**config.mk**
```make
export PLATFORM = sky130hd
export DESIGN_NAME = alu_dispatch
export DESIGN_NICKNAME = d
export VERILOG_FILES = /design/src/rtl/alu_dispatch.sv
export SDC_FILE = /design/constraint.sdc
export NUM_CORES = 1
export LEC_CHECK = 0
export BUFFER_PORTS_ARGS = -buffer_cell sky130_fd_sc_hd__buf_2
export CAP_MARGIN = 20
export CELL_PAD_IN_SITES_DETAIL_PLACEMENT = 0
export CELL_PAD_IN_SITES_GLOBAL_PLACEMENT = 1
export CORE_ASPECT_RATIO = 0.8
export CORE_MARGIN = 4
export CORE_UTILIZATION = 49
export CTS_CLUSTER_DIAMETER = 30
export DETAILED_ROUTE_END_ITERATION = 10
export PLACE_DENSITY_LB_ADDON = 0.1
export SLEW_MARGIN = 20
export SYNTH_ARGS = -nofsm -noshare
export SYNTH_HDL_FRONTEND = slang
export SYNTH_SLANG_ARGS = --single-unit
```
**constraint.sdc**
```tcl
create_clock -name clk -period 11.7 [get_ports clk]
set_input_delay 1.755 -clock clk [delete_from_list [all_inputs] [get_ports clk]]
set_output_delay 1.755 -clock clk [all_outputs]
set_load 0.05 [all_outputs]
```
**src/rtl/alu_dispatch.sv**
```systemverilog
// alu_dispatch: queues ALU commands in a FIFO and issues them one at a time to four units, holding each result until consumed.
// Define ALU_DISPATCH_LEVEL_EN to expose the registered FIFO occupancy on cmd_level.
module alu_dispatch #(
  parameter int width = 16,
  parameter int DEPTH = 4
) (
  input  logic             clk,
  input  logic             rst,
  input  logic             cmd_valid,
  output logic             cmd_ready,
  input  logic [width-1:0] cmd_A,
  input  logic [width-1:0] cmd_B,
  input  logic [3:0]       cmd_FUN,
  output logic [width-1:0] A_out,
  output logic [width-1:0] B_out,
  output logic [1:0]       FUN_out,
  output logic             Arith_Enable,
  output logic             Logic_Enable,
  output logic             CMP_Enable,
  output logic             Shift_Enable,
  input  logic [width-1:0] Arith_OUT,
  input  logic [width-1:0] Logic_OUT,
  input  logic [width-1:0] CMP_OUT,
  input  logic [width-1:0] Shift_OUT,
  input  logic             Arith_Flag,
  input  logic             Logic_Flag,
  input  logic             CMP_Flag,
  input  logic             Shift_Flag,
  output logic             res_valid,
  input  logic             res_ready,
  output logic [width-1:0] res_data,
  output logic             res_err
`ifdef ALU_DISPATCH_LEVEL_EN
  ,
  output logic [$clog2(DEPTH):0] cmd_level
`endif
);
  localparam int PW = $clog2(DEPTH);
  localparam logic [PW:0] FULL = (PW+1)'(DEPTH);
  typedef enum logic [1:0] {IDLE, ISSUE, WAIT, HOLD} state_t;
  state_t state_q, state_d;
  logic [width-1:0] a_mem [DEPTH];
  logic [width-1:0] b_mem [DEPTH];
  logic [3:0] f_mem [DEPTH];
  logic [PW-1:0] wr_q, wr_d, rd_q, rd_d;
  logic [PW:0] cnt_q, cnt_d;
  logic [1:0] sel_q, sel_d;
  logic [width-1:0] data_q, data_d;
  logic err_q, err_d;
  logic push, issue;
  logic [3:0] head_f, flags;
  assign cmd_ready = cnt_q != FULL;
  assign flags = {Shift_Flag, CMP_Flag, Logic_Flag, Arith_Flag};
`ifdef ALU_DISPATCH_LEVEL_EN
  assign cmd_level = cnt_q;
`endif
  always_comb begin
    head_f = f_mem[rd_q];
    issue = state_q == ISSUE;
    push = cmd_valid && cmd_ready;
    wr_d = wr_q + PW'(push);
    rd_d = rd_q + PW'(issue);
    cnt_d = cnt_q + (PW+1)'(push) - (PW+1)'(issue);
    sel_d = issue ? head_f[3:2] : sel_q;
    data_d = state_q != WAIT ? data_q :
             sel_q == 2'd0 ? Arith_OUT :
             sel_q == 2'd1 ? Logic_OUT :
             sel_q == 2'd2 ? CMP_OUT : Shift_OUT;
    err_d = state_q == WAIT ? ~flags[sel_q] : err_q;
    state_d = state_q;
    case (state_q)
      IDLE:    state_d = cnt_q != '0 ? ISSUE : IDLE;
      ISSUE:   state_d = WAIT;
      WAIT:    state_d = HOLD;
      default: state_d = !res_ready ? HOLD : cnt_q != '0 ? ISSUE : IDLE;
    endcase
  end
  always_comb begin
    A_out = issue ? a_mem[rd_q] : '0;
    B_out = issue ? b_mem[rd_q] : '0;
    FUN_out = issue ? head_f[1:0] : 2'b0;
    Arith_Enable = issue && head_f[3:2] == 2'd0;
    Logic_Enable = issue && head_f[3:2] == 2'd1;
    CMP_Enable = issue && head_f[3:2] == 2'd2;
    Shift_Enable = issue && head_f[3:2] == 2'd3;
    res_valid = state_q == HOLD;
    res_data = data_q;
    res_err = err_q;
  end
  // Storage carries no reset: emptiness is tracked entirely by the pointers and count.
  always_ff @(posedge clk) begin
    if (push) begin
      a_mem[wr_q] <= cmd_A;
      b_mem[wr_q] <= cmd_B;
      f_mem[wr_q] <= cmd_FUN;
    end
  end
  always_ff @(posedge clk or negedge rst) begin
    if (!rst) begin
      state_q <= IDLE;
      wr_q <= '0;
      rd_q <= '0;
      cnt_q <= '0;
      sel_q <= '0;
      data_q <= '0;
      err_q <= 1'b0;
    end else begin
      state_q <= state_d;
      wr_q <= wr_d;
      rd_q <= rd_d;
      cnt_q <= cnt_d;
      sel_q <= sel_d;
      data_q <= data_d;
      err_q <= err_d;
    end
  end
endmodule

```
[After elaboration in Yosys (flattened, before gate mapping)]
Memory sizes are Yosys's and may differ from the RTL's.
Index checks and enable logic that the tools add are counted.
Storage, ports and cells
  input bits: 108
  logic and storage cells: 48
  RAM bits: 144
  memories kept: 3
  output and inout bits: 57
  flip-flop bits (word level): 28
Cells by class
  bitwise gates (word level): 1
  reduce and logical (&&, ||, !) cells: 9
  mux-type cells: 13
  order comparisons: 1
  eq/ne operators: 10
  $add $sub $neg: 4
Memory list
  a_mem: words 4, width 16, read ports 1, clocked after memory_dff 0, write ports 1, RTL line 42  | logic [width-1:0] a_mem [DEPTH];
  b_mem: words 4, width 16, read ports 1, clocked after memory_dff 0, write ports 1, RTL line 43  | logic [width-1:0] b_mem [DEPTH];
  f_mem: words 4, width 4, read ports 1, clocked after memory_dff 0, write ports 1, RTL line 44  | logic [3:0] f_mem [DEPTH];
Operators by type and width (number)
  16-bit two-way mux: 5
  2-bit == test (second input constant): 5
  2-bit by 1-bit == test with 1-bit output (second input constant): 3
  2-bit zero test: 3
  2-bit one-hot mux with 3 select lines: 1
  1-bit logical AND: 5
  2-bit by 1-bit adder with 2-bit output: 2
  1-bit two-way mux: 4
  2-bit two-way mux: 2
  3-bit by 1-bit adder with 3-bit output: 1
  2-bit by 3-bit < comparator with 1-bit output (second input constant): 1
  3-bit inequality test (second input constant): 1
  3-bit nonzero test: 1
  3-bit by 1-bit subtractor with 3-bit output: 1
  1-bit binary-select mux with 2-bit select: 1
  2-bit inequality test (second input constant): 1
  1-bit inverter: 1

[Longest topological paths before layout]
Gate-level depths: netlist of run 1.
  word-level depth: 4
  mapped depth: 7
  depth with buffers taken out: 7

[Worst setup path before layout of run 1]
Ideal clock, no wire load.
  kind: input-to-reg
  start: input cmd_valid
  end: memory a_mem[1][0], enable pin
  library setup time: 0.482 ns
  path slack: 6.641 ns
  stages on the path: 2
  arrival: 4.578 ns
  cell sequence: nand2_1 nor3b_1
On the way
  longest elaborated chain between the ends: 3
RTL lines
  start, declared: RTL line 9  | input logic cmd_valid,
  1-bit logical AND: RTL line 60  | push = cmd_valid && cmd_ready;
  1-bit two-way mux: RTL line 92  | if (push) begin
  1-bit two-way mux (not written as such): RTL line 93  | a_mem[wr_q] <= cmd_A;
  end, declared: RTL line 42
Every way passes these cells.

[Final worst setup path of run 1]
  start: register rd_q[0]
  end: output A_out[8]
On the way
  longest elaborated chain between the ends: 2
RTL lines
  start, declared: RTL line 45  | logic [PW-1:0] wr_q, wr_d, rd_q, rd_d;
  start signal, assigned: RTL line 110  | rd_q <= rd_d;
  memory 4 x 16 bit
  16-bit two-way mux: RTL line 79  | A_out = issue ? a_mem[rd_q] : '0;
  end, declared: RTL line 14  | output logic [width-1:0] A_out,
Every way passes these cells.

==> flow_summary.toml, run 1 <==
[power]
p_per_area_mw_per_mm2 = 288
leakage_nw = 3.43
swShare_pct = 36.7
ir_drop_uv = 159
p_seq_share_pct = 37.5
pwr-share-comb_pct = 38.3
p_int_mw = 1.60
p_clk_share_pct = 24.2
switchingPower_mw = 0.927

[layout]
areaGrowthSynthToFinish_pct = 23.2
nets = 627
drive_gt1_share_pct = 51.6
nFillCells = 1047

[clock_network]
cts_hold_buf = 0
ctsResizeCount = 0
cts_sinks = 172
cts_tree = "done"
postCtsSetupRepairBufs = 0
clockRootBuffer = "clkbuf_16"
htree_num_levels = 4
clk_pin_slew_worst_paths_ns = 0.06
cts_buffers = 17
insertion_delay_ns = 0.43
clockBufferDepth = 2

[drt]
drtIter0Drc = 210
ant_nets = 0
drc = 0
post_drt_wl_per_cell_um = 19.7
firstDrtPassIters = 6
wirelength_um = 14000
routed_via_density = 5.30
routed-via-count = 3750

[sta]
finalCritPeriodShare_pct = 37.7
fmax_ghz = 0.227
slew_viol_final = 0
worstMarginPinSlew_ns = 1.01
grt_setup_unrepaired = "false"
final-setup-viol-count = 0
holdWs_ns = 0.499
min_period_ns = 4.41
fin_skew_ns = 0.0128
relSlewSlack_pct = 32.6
hold_viol = 0
setup-tns-final_ns = 0

[grt]
grt_usage_pct = 17.4
antenna_found_initial = 3
grt_max_degree = 38
grt_overflow = 0
grt_pass1_wl_um = 21300
first_global_vias = 3985

[job]
cap_violations = 0

[worst_setup_path]
critPathRequiredTime_ns = 9.95
crit_fanout = 21
end_kind = "output pin"
arrival_ns = 2.65
crit_type = "reg -> out"
crit_path_start_kind = "flip-flop"

[run_status]
outcome = "complete, no violations"

[synth]
async_reset_ff_share_pct = 16.3
synthCells = 337
seq_area_frac_synth_pct = 70.5
synth_edf_count = 144
syn_nets = 454
synth_seq_cells = 172
syn_area_mm2 = 0.00713
synth-main-ff-cell = "edfxtp_1"
syn_avg_cell_area_um2 = 21.1
synth_cell_types = 27
yosys_warnings = 0

[floorplanning]
start_util_pct = 50.0
dieArea_mm2 = 0.0166
num_io_pins = 165
die_h_um = 116
core_mm2 = 0.0142
fp.dieW_um = 143
rows = 39

[worst_hold_path]
hp-class = "reg -> reg"

[place]
hpwl_um = 9250
gp_congestion = 0.724
portBuffers = 164
-- cells by family after synthesis --
group,count (synthesis),share of synthesized area [%]
flops,172,70.5
mux,72,20.6
simple gates,49,4.09
buf+inv,29,2.42
fa+ha+maj,9,1.69
xor+xnor,4,0.492
compound gates,2,0.193
-- power by group through the flow --
stage	Combinational [mW]	Sequential, mW	Clock [mW]
floorplan	0.731	0.993	0
global placement	0.978	0.956	0
detailed placement	0.983	0.964	0
CTS	0.988	0.952	0.624
global route	1.03	0.971	0.653
finish	0.967	0.946	0.613
-- registers in the layout, summed over array words and instances (netlist names) --
name / flops
a_mem: 64
res_err: 1
cnt_q: 3
rd_q: 2
f_mem: 16
sel_q: 2
state_q: 2
wr_q: 2
b_mem: 64
res_data: 16
-- metrics by stage --
step                power (mW)  instances  area (um2)  worst slack, ns  utilization, %
global placement          1.93        675        8130             7.66            57.0
CTS                       2.56        707        8780             7.19            61.6
floorplan                 1.72        337        7130             6.64               -
finish                    2.53        708        8780             7.29            61.6
detailed placement        1.95        675        8130             7.64            57.0
global route              2.66        707        8780             7.07            61.6
-- worst paths after layout --
kind	start	to	slack, ns	depth (start not counted)
max in group asynchronous	rst	rd_q[0]$_DFF_PN0_	9.86	1
min	res_data[6]$_DFFE_PN0P_	res_data[6]$_DFFE_PN0P_	0.50	1
max reg2reg	state_q[1]$_DFF_PN0_	cnt_q[2]$_DFF_PN0_	9.34	8
max	rd_q[0]$_DFF_PN0_	A_out[8]	7.29	4
min in group asynchronous	rst	res_data[2]$_DFFE_PN0P_	1.36	1
min reg2reg	res_data[6]$_DFFE_PN0P_	res_data[6]$_DFFE_PN0P_	0.50	1
-- synth_stat cells, types with 3 or more instances --
library cell	count	area share [%]
nor2_1	5	0.26
buf_2	8	0.56
clkbuf_1	4	0.21
inv_1	11	0.58
buf_6	5	0.79
and2_1	34	3.0
mux2_4	8	1.7
mux4_1	9	3.3
mux2_2	9	1.4
ha_1	8	1.4
dfrtp_1	28	9.8
xor2_1	3	0.37
edfxtp_1	144	61
mux4_2	44	14
-- final cells by class --
| cell class | count | area [um2] | share of cell area (%) |
|---|---|---|---|
| Antenna cell | 1 | 2.50 | 0.0285 |
| Clock buffer | 21 | 460 | 5.24 |
| Clock inverter | 11 | 191 | 2.18 |
| Inverter | 11 | 41.3 | 0.470 |
| Multi-Input combinational cell | 136 | 1950 | 22.2 |
| Sequential cell | 172 | 5030 | 57.3 |
| Tap cell | 184 | 230 | 2.62 |
| Timing Repair Buffer | 172 | 881 | 10.0 |
-- metal layers --
metal	vias to the layer above	routed length, um	GRT usage [%]
met1	1907	5850	21.8
met3	20	1150	5.78
met5	-	26	0
met4	6	161	6.97
met2	114	6780	28.3
li1	1703	-	-
-- cells in the final DEF, fill, tap and decap left out, drive strengths merged, types with 3 or more instances in the layout --
master | netlist | routed
bufinv | 0 | 5
xor2 | 3 | 3
inv | 11 | 11
mux2 | 17 | 17
clkinv | 0 | 3
clkinvlp | 0 | 3
clkbuf | 4 | 21
mux4 | 53 | 53
dfrtp | 28 | 28
and2 | 34 | 34
buf | 14 | 172
ha | 8 | 8
nor2 | 5 | 5
edfxtp | 144 | 144
-- critical path: stages (launching register included) --
cell and delay (ns):
dfrtp_2 0.76, buf_4 0.50, mux4_2 0.56, and2_1 0.18
buf_2 0.21
Note: power is estimated with default switching activity, not from simulation.
==> run 2, diff against run 1 <==
--- a/config.mk
+++ b/config.mk
@@ -11,7 +11,7 @@
 export CELL_PAD_IN_SITES_GLOBAL_PLACEMENT = 1
 export CORE_ASPECT_RATIO = 0.8
 export CORE_MARGIN = 4
-export CORE_UTILIZATION = 49
+export CORE_UTILIZATION = 46
 export CTS_CLUSTER_DIAMETER = 30
 export DETAILED_ROUTE_END_ITERATION = 10
 export PLACE_DENSITY_LB_ADDON = 0.1
==> constraint.sdc (replaced) <==
create_clock -name clk -period 4.15 [get_ports clk]
set_input_delay 0.6225 -clock clk [delete_from_list [all_inputs] [get_ports clk]]
set_output_delay 0.6225 -clock clk [all_outputs]
set_load 0.05 [all_outputs]
==> run 2 against run 1 <==
Against the previous run: flip-flop and latch count is the same; combinational power grew to 2.9 times the previous value; sequential share of layout area rose by 0.49 points; cell count up 3.4%; via count is 0.85% higher; critical path depth stayed put; hold slack got worse by 0.26 ns; final area fell by 0.86%; critical path type unchanged; largest power group unchanged.
==> flow_summary.toml, run 2 (synthesis gave the netlist of run 1 again) <==
[sta]
hold_viol = 0
min_period_ns = 3.12
final-setup-viol-count = 0
fin_skew_ns = 0.00443
relSlewSlack_pct = 32.5
fmax_ghz = 0.320
finalCritPeriodShare_pct = 75.2
setup-tns-final_ns = 0
slew_viol_final = 0
holdWs_ns = 0.238
worstMarginPinSlew_ns = 1.01
grt_setup_unrepaired = "false"

[layout]
nets = 628
fin_cells = 732
drive_gt1_share_pct = 51.1
final_cell_mix = "164 x buf_2, 144 x edfxtp_1, 44 x mux4_2, 34 x and2_1, 26 x dfrtp_1"
reg.largest.list = "a_mem x64, b_mem x64"
areaGrowthSynthToFinish_pct = 22.1
finalCoreUtilization_pct = 57.6
final_common_cell = "buf_2"
antenna-diode-count = 0

[clock_network]
ctsResizeCount = 0
postCtsSetupRepairBufs = 0
clk_pin_slew_worst_paths_ns = 0.06
insertion_delay_ns = 0.41
clockBufferDepth = 2
clockRootBuffer = "clkbuf_16"
cts_buffers = 17
htree_num_levels = 4
cts_sinks = 172
cts_hold_buf = 0
cts_tree = "done"

[run_status]
outcome = "complete, no violations"

[grt]
grt_usage_pct = 17.4
grt_pass1_wl_um = 23400
antenna_found_initial = 0
first_global_vias = 4187
grt_overflow = 0
grt_max_degree = 41

[drt]
routed_via_density = 5.17
routed-via-count = 3782
drc = 0
firstDrtPassIters = 4
post_drt_wl_per_cell_um = 19.9
ant_nets = 0
wirelength_um = 14500
drtIter0Drc = 151

[worst_setup_path]
regToRegEndpoint = "cnt_q[2]$_DFF_PN0_"
r2r_setup_slack_ns = 1.87
crit_path_start_kind = "flip-flop"
reg2reg_from = "state_q[1]$_DFF_PN0_"
critPathRequiredTime_ns = 3.53
crit_type = "reg -> out"
arrival_ns = 2.50
crit_fanout = 17
r2r.worst_path.cells = 7
end_kind = "output pin"

[floorplanning]
fp.dieW_um = 147
num_io_pins = 165
dieArea_mm2 = 0.0176
die_h_um = 119
rows = 40
start_util_pct = 47.2
core_mm2 = 0.0151

[place]
dp.cells = 702
portBuffers = 164
gp_congestion = 0.719
hpwl_um = 9820

[job]
cap_violations = 0

[power]
leakage_nw = 3.39
p_per_area_mw_per_mm2 = 790
ir_drop_uv = 372

[worst_hold_path]
hp-class = "in -> async"
[run 2: cell types whose count changed in the layout (fill, tap and decap cells not counted), sizes merged]
cell,delta
clkinv,+5
bufinv,-3
clkbuf,-2
clkinvlp,-2
buf,+1
diode,-1
[run 2: final cells by class]
class                      count  area (um2)
clock buffer                  19         433
clock inverter                11         104
fill                        1199        6410
inverter                      11        41.3
multi-input combinational    136        1950
sequential                   172        5030
tap                          210         263
timing repair buffer         173         888
[run 2: worst max-delay path, cell delays in order (launching register included)]
cell and delay (ns):
dfrtp_2 0.74, buf_4 0.40, mux4_2 0.54, and2_1 0.18, buf_2 0.21
[run 2: worst max-delay path by stage]
stage                             startpoint               endpoint  depth (start not counted)
after global placement     rd_q[0]$_DFF_PN0_               B_out[4]                          4
after CTS                  rd_q[0]$_DFF_PN0_              A_out[12]                          4
final                      rd_q[0]$_DFF_PN0_              A_out[12]                          4
after global routing       rd_q[0]$_DFF_PN0_               B_out[4]                          4
after detailed placement   rd_q[0]$_DFF_PN0_              A_out[12]                          4
after floorplan           cnt_q[2]$_DFF_PN0_  a_mem[1][0]$_DFFE_PP_                          3
[run 2: routing by layer]
metal | wire (um) | GRT usage, %
met1 | 6410 | 23.5
met2 | 7100 | 27.9
met3 | 900 | 5.06
met4 | 135 | 4.54
met5 | 0 | 0
[run 2: power breakdown]
group	total [mW]	internal, mW	switching (mW)
combinational	2.77	1.08	1.70
sequential	2.65	2.34	0.306
clock	1.46	0.866	0.594
total	6.88	4.28	2.60
[run 2: stage by stage]
step / total power [mW] / setup slack, ns / cell area [um2]
final: 6.88 / 1.03 / 8700
after CTS: 6.98 / 0.944 / 8700
after global routing: 7.26 / 0.824 / 8700
after global placement: 5.48 / 1.42 / 8170
after detailed placement: 5.51 / 1.40 / 8170
after floorplan: 4.86 / 0.00958 / 7130
